### src/rtl/cdec8_dbgmon.sv
// cdec8_dbgmon: UART debug monitor that reads CDEC8 resources on host command
module cdec8_dbgmon #(
  parameter int          CLKS_PER_BIT = 434,
  parameter logic [7:0]  DUMP_LAST    = 8'h0F
) (
  input  logic       clock,
  input  logic       reset_N,
  input  logic       rxd,
  output logic       txd,
  output logic [7:0] resad,
  input  logic [7:0] resdt,
  output logic       busy,
  output logic       rx_err
);
  localparam int CW = $clog2(CLKS_PER_BIT);
  localparam logic [CW-1:0] FULL = CW'(CLKS_PER_BIT - 1);
  localparam logic [CW-1:0] HALF = CW'(CLKS_PER_BIT / 2 - 1);
  typedef enum logic [1:0] {R_IDLE, R_START, R_DATA, R_STOP} rx_state_t;
  typedef enum logic [1:0] {C_IDLE, C_LATCH, C_SAMPLE, C_SEND} cmd_state_t;
  logic          rx_s1_q, rx_s2_q, rx_s3_q;
  rx_state_t     rx_state_q;
  logic [CW-1:0] rx_cnt_q;
  logic [2:0]    rx_bit_q;
  logic [7:0]    rx_sh_q;
  logic          buf_valid_q, rx_err_q;
  logic [7:0]    buf_q;
  cmd_state_t    state_q;
  logic          dump_q, txd_q;
  logic [7:0]    addr_q, resad_q;
  logic [8:0]    tx_sh_q;
  logic [CW-1:0] tx_cnt_q;
  logic [3:0]    tx_bit_q;
  logic          rx_tick, rx_done, rx_ferr, pop;
  assign rx_tick = rx_cnt_q == (rx_state_q == R_START ? HALF : FULL);
  assign rx_done = rx_state_q == R_STOP && rx_tick && rx_s2_q;
  assign rx_ferr = rx_state_q == R_STOP && rx_tick && !rx_s2_q;
  assign pop     = state_q == C_IDLE && buf_valid_q;
  assign txd     = txd_q;
  assign resad   = resad_q;
  assign busy    = state_q != C_IDLE;
  assign rx_err  = rx_err_q;
  // synchronize rxd and keep one extra stage for falling-edge detection
  always_ff @(posedge clock or negedge reset_N) begin
    if (!reset_N) begin
      rx_s1_q <= 1'b1;
      rx_s2_q <= 1'b1;
      rx_s3_q <= 1'b1;
    end else begin
      rx_s1_q <= rxd;
      rx_s2_q <= rx_s1_q;
      rx_s3_q <= rx_s2_q;
    end
  end
  // receive 8N1 frames, sampling each bit at its mid-point
  always_ff @(posedge clock or negedge reset_N) begin
    if (!reset_N) begin
      rx_state_q <= R_IDLE;
      rx_cnt_q   <= '0;
      rx_bit_q   <= '0;
      rx_sh_q    <= '0;
    end else begin
      rx_cnt_q <= rx_tick ? '0 : rx_cnt_q + 1'b1;
      case (rx_state_q)
        R_IDLE: begin
          rx_cnt_q <= '0;
          if (!rx_s2_q && rx_s3_q) rx_state_q <= R_START;
        end
        R_START: if (rx_tick) begin
          rx_state_q <= rx_s2_q ? R_IDLE : R_DATA;
          rx_bit_q   <= '0;
        end
        R_DATA: if (rx_tick) begin
          rx_sh_q  <= {rx_s2_q, rx_sh_q[7:1]};
          rx_bit_q <= rx_bit_q + 1'b1;
          if (rx_bit_q == 3'd7) rx_state_q <= R_STOP;
        end
        default: if (rx_tick) rx_state_q <= R_IDLE;
      endcase
    end
  end
  // one-byte pending buffer; a same-cycle pop frees the slot for the new byte
  always_ff @(posedge clock or negedge reset_N) begin
    if (!reset_N) begin
      buf_valid_q <= 1'b0;
      buf_q       <= '0;
      rx_err_q    <= 1'b0;
    end else begin
      rx_err_q <= rx_ferr || (rx_done && buf_valid_q && !pop);
      if (rx_done && (!buf_valid_q || pop)) begin
        buf_q       <= rx_sh_q;
        buf_valid_q <= 1'b1;
      end else if (pop) begin
        buf_valid_q <= 1'b0;
      end
    end
  end
  // command FSM: latch address, sample resource, transmit, repeat for dumps
  always_ff @(posedge clock or negedge reset_N) begin
    if (!reset_N) begin
      state_q  <= C_IDLE;
      dump_q   <= 1'b0;
      addr_q   <= '0;
      resad_q  <= '0;
      txd_q    <= 1'b1;
      tx_sh_q  <= '1;
      tx_cnt_q <= '0;
      tx_bit_q <= '0;
    end else begin
      case (state_q)
        C_IDLE: if (buf_valid_q) begin
          dump_q  <= buf_q == 8'hFF;
          addr_q  <= buf_q == 8'hFF ? 8'h00 : buf_q;
          state_q <= C_LATCH;
        end
        C_LATCH: begin
          resad_q <= addr_q;
          state_q <= C_SAMPLE;
        end
        C_SAMPLE: begin
          tx_sh_q  <= {1'b1, resdt};
          txd_q    <= 1'b0;
          tx_cnt_q <= '0;
          tx_bit_q <= '0;
          state_q  <= C_SEND;
        end
        default: begin
          tx_cnt_q <= tx_cnt_q == FULL ? '0 : tx_cnt_q + 1'b1;
          if (tx_cnt_q == FULL) begin
            if (tx_bit_q == 4'd9) begin
              if (dump_q && addr_q < DUMP_LAST) begin
                addr_q  <= addr_q + 8'd1;
                state_q <= C_LATCH;
              end else begin
                dump_q  <= 1'b0;
                state_q <= C_IDLE;
              end
            end else begin
              txd_q    <= tx_sh_q[0];
              tx_sh_q  <= {1'b1, tx_sh_q[8:1]};
              tx_bit_q <= tx_bit_q + 4'd1;
            end
          end
        end
      endcase
    end
  end
endmodule

### config.mk
export PLATFORM = sky130hd
export DESIGN_NAME = cdec8_dbgmon
export DESIGN_NICKNAME = d
export VERILOG_FILES = /design/src/rtl/cdec8_dbgmon.sv
export SDC_FILE = /design/constraint.sdc
export NUM_CORES = 1
export LEC_CHECK = 0
export CORE_UTILIZATION = 55
export DETAILED_ROUTE_END_ITERATION = 7
export DONT_BUFFER_PORTS = 1
export PLACE_DENSITY = 0.71
export SKIP_CTS_REPAIR_TIMING = 1
export SLEW_MARGIN = 0
export SYNTH_ARGS = -nofsm -noshare
export SYNTH_HDL_FRONTEND = slang
export SYNTH_SLANG_ARGS = --single-unit
### constraint.sdc
create_clock -name clock -period 2.1 [get_ports clock]
set_input_delay 0.525 -clock clock [delete_from_list [all_inputs] [get_ports clock]]
set_output_delay 0.525 -clock clock [all_outputs]
set_load 0.01 [all_outputs]
Word-level counts from Yosys, hierarchy flattened

Cells that the tools add are included.

Bits in writable memories: 0
Memories kept: 0
Bits in read-only memories: 0
Latch bits: 0
Bits in registers: 77
Word-level logic and storage cells: 120
Output and inout bits: 11

Shift-type cells: 0
Add/subtract/negate cells: 5
Multiply operators: 0
Reductions and logical operators: 35
Multiplexer cells: 42
Bitwise logic cells: 2
Eq/ne operators: 17
Div/mod/pow operators: 0
Magnitude comparators: 1

Operator list:

| kind                                                | number |
|---|---|
| 2-to-1 mux 9 bit                                    | 6 |
| 2-to-1 mux 8 bit                                    | 5 |
| case mux 9 bit (2 select lines)                     | 2 |
| adder 9 x 1 -> 9 bit (second input constant)        | 2 |
| 2-to-1 mux 2 bit                                    | 9 |
| case mux 8 bit (2 select lines)                     | 1 |
| nonzero test 2 bit                                  | 8 |
| AND reduction 5 bit                                 | 3 |
| != test 2 bit (second input constant)               | 6 |
| case mux 2 bit (3 select lines)                     | 2 |
| equality test 9 bit                                 | 1 |
| equality test 9 bit (second input constant)         | 1 |
| logical AND 1 bit                                   | 9 |
| 2-to-1 mux 1 bit                                    | 9 |
| AND reduction 3 bit                                 | 3 |
| adder 8 x 1 -> 8 bit (second input constant)        | 1 |
| equality test 8 bit (second input constant)         | 1 |
| < comparator 8 x 4 -> 1 bit (second input constant) | 1 |
| 2-to-1 mux 4 bit                                    | 2 |
| case mux 4 bit (2 select lines)                     | 1 |
| nonzero test 4 bit                                  | 2 |
| equality test 2 bit (second input constant)         | 3 |
| 2-to-1 mux 3 bit                                    | 2 |
| case mux 3 bit (2 select lines)                     | 1 |
| 13 further kinds                                    | 21 |

Depth between registers and ports, before layout

Word-level depth: 8
Mapped depth: 8
Depth with buffers taken out: 6

Worst setup path before layout

Ideal clock, no wire load.

Path kind: register to register
Start: reg state_q[0]
End: reg tx_bit_q[0]
Slack: -0.017 ns
Data arrival time: 1.992 ns
Cell stages (with the launch flop): 8
Required time: 1.975 ns
Buffers on the path: 2
Library setup time: 0.125 ns
Cells stage by stage: dfrtp_1 -> inv_1 -> ha_1 -> clkbuf_1 -> or2_2 -> clkbuf_1 -> nor2_2 -> mux2_2

Cells in the longest elaborated chain, start to end: 4

Ends and longest elaborated chain:

| what                                                            | line | text |
|---|---|---|
| start, declared                                                 | 27   | `cmd_state_t state_q;` |
| start signal, assigned                                          | 100  | `state_q <= C_IDLE;` |
| start signal, assigned                                          | 113  | `state_q <= C_LATCH;` |
| start signal, assigned                                          | 117  | `state_q <= C_SAMPLE;` |
| equality test 2 x 1 -> 1 bit or zero test 2 bit (tied branches) | 109  | `case (state_q)` |
| OR reduction 2 bit (no source line)                             | --   |  |
| NOT 1 bit (no source line)                                      | --   |  |
| AND reduction 3 bit (no source line)                            | --   |  |
| end signal, assigned                                            | 140  | `tx_bit_q <= tx_bit_q + 4'd1;` |
| end, declared                                                   | 32   | `logic [3:0] tx_bit_q;` |

Several ways; a longest one is shown, not always the timed one.
A chain may end at the register's enable or synchronous reset.

Worst setup path after layout

Start: reg state_q[0]
End: out busy

Cells in the longest elaborated chain, start to end: 1

Ends and longest elaborated chain:

| what               | line | text |
|---|---|---|
| nonzero test 2 bit | 40   | `assign busy = state_q != C_IDLE;` |
| end, declared      | 12   | `output logic busy,` |

Every way passes these cells.

==> impl_metrics.toml <==
[status]
status = "complete, no violations"

[critical_path]
cp-end-kind = "output port"
critPathMaxFanout = 9
required_ns = 1.57
start_kind = "flip-flop"
critical_path_class = "flip-flop to output port"
cp_data_arrival_time_ns = 1.46

[detailed_routing]
via_per_inst = 5.980
ant_nets = 0
drcViolationCount = 0
num_vias = 2649
wl_per_cell_um = 17.06
drt_iter0_drc = 128
routed_wirelength_mm = 7.558
first_pass_iters = 4

[placement]
dp.cells = 423
place.gp.congestion = 0.8541
io_buffers = 0
post-dp-hpwl_mm = 4.805
dp_slack_ns = 0.03619
dpl_cell_area_mm2 = 0.004064

[sta]
finalHoldViolCount = 0
setup_viol = 0
slew_violations = 0
finClkSkew_ns = 0.01227
fmax_mhz = 503.7
hold_ws_ns = 0.05405
fin_crit_sh = 0.9454
worstMarginPinSlew_ns = 0.6465
finalSetupTns_ns = 0
fin_crit_ns = 1.985
slew_headroom = 0.5676
grt_setup_unrepaired = "false"
setup_slack_ns = 0.1147

[floorplanning]
num_rows = 29
fp.dieW_um = 85.03
core_region_area_mm2 = 0.006495
die_y_um = 85.03
initial_core_util = 0.5837
dieArea_mm2 = 0.007229
num_io_pins = 22

[synthesis]
yosysUniqueCellTypes = 56
synthArstFlopShare = 1.000
netlist_area_mm2 = 0.003791
synth_area_leaders = "dfrtp_1, mux2_2, dfstp_2"
yosysWarnings = 0
ys_seq_elements = 76
netlist.area_leader.share = 0.4224
synth_top_area_cell = "dfrtp_1"
synth_common_cells = "dfrtp_1, mux2_2, nor2_1"
synthFlopType = "dfrtp_1"
synth_edf_count = 0
syn_area_per_cell_um2 = 11.56
syn_inst = 328
synth_nets = 351
synth.most_common_cell = "dfrtp_1"
ys_seq_area_frac = 0.5056

[final_layout]
n_fill_cell = 488
final_cells = 443
final_util = 0.6741
diodes = 0
design_area_mm2 = 0.004378
syn2layout_area_growth_pct = 15.48
num-nets-final = 384
drive_gt1_frac = 0.3224

[global_route]
grt-ovfl-total = 0
grt_max_degree = 77
grt_pass1_wl_mm = 12.65
antenna_found_initial = 0
grt_use_total = 0.2236
grt_pass1_vias = 2601

[clocking]
numCtsBuffers = 9
clock_latency_ns = 0.35
cts.clk_slew.worst_paths_ns = 0.08
cts_tree = "built"
clock_path_buffers = 2
root_buffer = "clkbuf_8"
htree_levels = 3
cts_sinks = 76

[power]
leakage_nw = 2.033
total_power_mw = 3.170
vdd_drop_max_uv = 513.4
pwr_density_cell_mw_per_mm2 = 724.2

[min_path]
hold_class = "primary input to asynchronous set/reset pin"

[job]
maxCapViolCount = 0
## sequential cells by signal (all words and copies together) (netlist names)
signal       cells
rx_cnt_q         9
tx_cnt_q         9
addr_q           8
buf_q            8
resad            8
rx_sh_q          8
tx_sh_q          8
tx_bit_q         4
rx_bit_q         3
rx_state_q       2
state_q          2
buf_valid_q      1
dump_q           1
rx_err           1
rx_s1_q          1
rx_s2_q          1
rx_s3_q          1
txd              1
## cell type report
cell class / count / area [um^2] / share of cell area
flip-flops and latches: 76 / 1917 / 0.4378
multi-input cells: 227 / 1813 / 0.4141
repair buffers: 32 / 266.5 / 0.06087
clock buffers: 11 / 173.9 / 0.03973
well taps: 77 / 96.34 / 0.02201
inverters: 15 / 56.30 / 0.01286
clock inverters: 5 / 55.05 / 0.01258
## cell usage in the layout, fill, tap and decap left out, types with 9 or more instances in the layout
| cell type | synthesis | final |
|---|---|---|
| inv_1 | 14 | 14 |
| xor2_1 | 11 | 11 |
| nand4_1 | 9 | 9 |
| nor2_1 | 22 | 22 |
| clkbuf_8 | 0 | 9 |
| and3_1 | 9 | 9 |
| o21ai_0 | 9 | 9 |
| mux2_2 | 43 | 43 |
| dfrtp_1 | 64 | 64 |
| nand2_1 | 13 | 13 |
| buf_4 | 0 | 29 |
| dfstp_2 | 12 | 12 |
| nand3_1 | 10 | 10 |
| ha_1 | 12 | 11 |
| nor3_1 | 14 | 14 |
## where the power goes
| group | leakage (nW) | switching [mW] | internal [mW] |
|---|---|---|---|
| logic | 0.921 | 0.164 | 0.156 |
| clock network | 0.112 | 0.552 | 0.689 |
| registers | 1.00 | 0.0747 | 1.54 |
| total | 2.03 | 0.790 | 2.38 |
## worst max-delay path, stage by stage, from the launching register on
cell     delay (ns)
dfrtp_1        0.42
inv_1          0.13
ha_4           0.20
inv_2          0.05
buf_4          0.17
buf_4          0.15
## path summary, 6_finish.rpt
check                                          to                      start  cells after the start  slack (ns)
setup / recovery                             busy     state_q[0]$_DFFE_PN0P_                      5        0.11
hold / removal                   rx_err$_DFF_PN0_                    reset_N                      1        0.05
setup reg to reg           rx_sh_q[7]$_DFFE_PN0P_  rx_state_q[1]$_DFFE_PN0P_                      7        0.12
hold reg to reg                 rx_s2_q$_DFF_PN1_          rx_s1_q$_DFF_PN1_                      0        0.36
max in group asynchronous       rx_s2_q$_DFF_PN1_                    reset_N                      1        1.07
min in group clock              rx_s1_q$_DFF_PN1_                        rxd                      0        0.17
## logic make-up after synthesis
kind of cell,after synthesis,synth area share
and+or+nand+nor,102,0.1525
xor gates and xnor gates,15,0.03465
AOI/OAI and AO/OA,51,0.1043
DFF,76,0.5056
buffers and inverters,25,0.02508
muxes,47,0.1383
adders and majority gates,12,0.03960
## per-layer routing
metal	vias to the layer above	global-route usage	share of wire	routed length, um
met3	12	0.05058	0.027	207
met4	0	0.07550	0.016	119
met1	1321	0.3064	0.47	3552
met5	-	0	0	0
met2	45	0.3541	0.49	3679
li1	1271	-	-	-
Power figures use the tool's default switching activity.
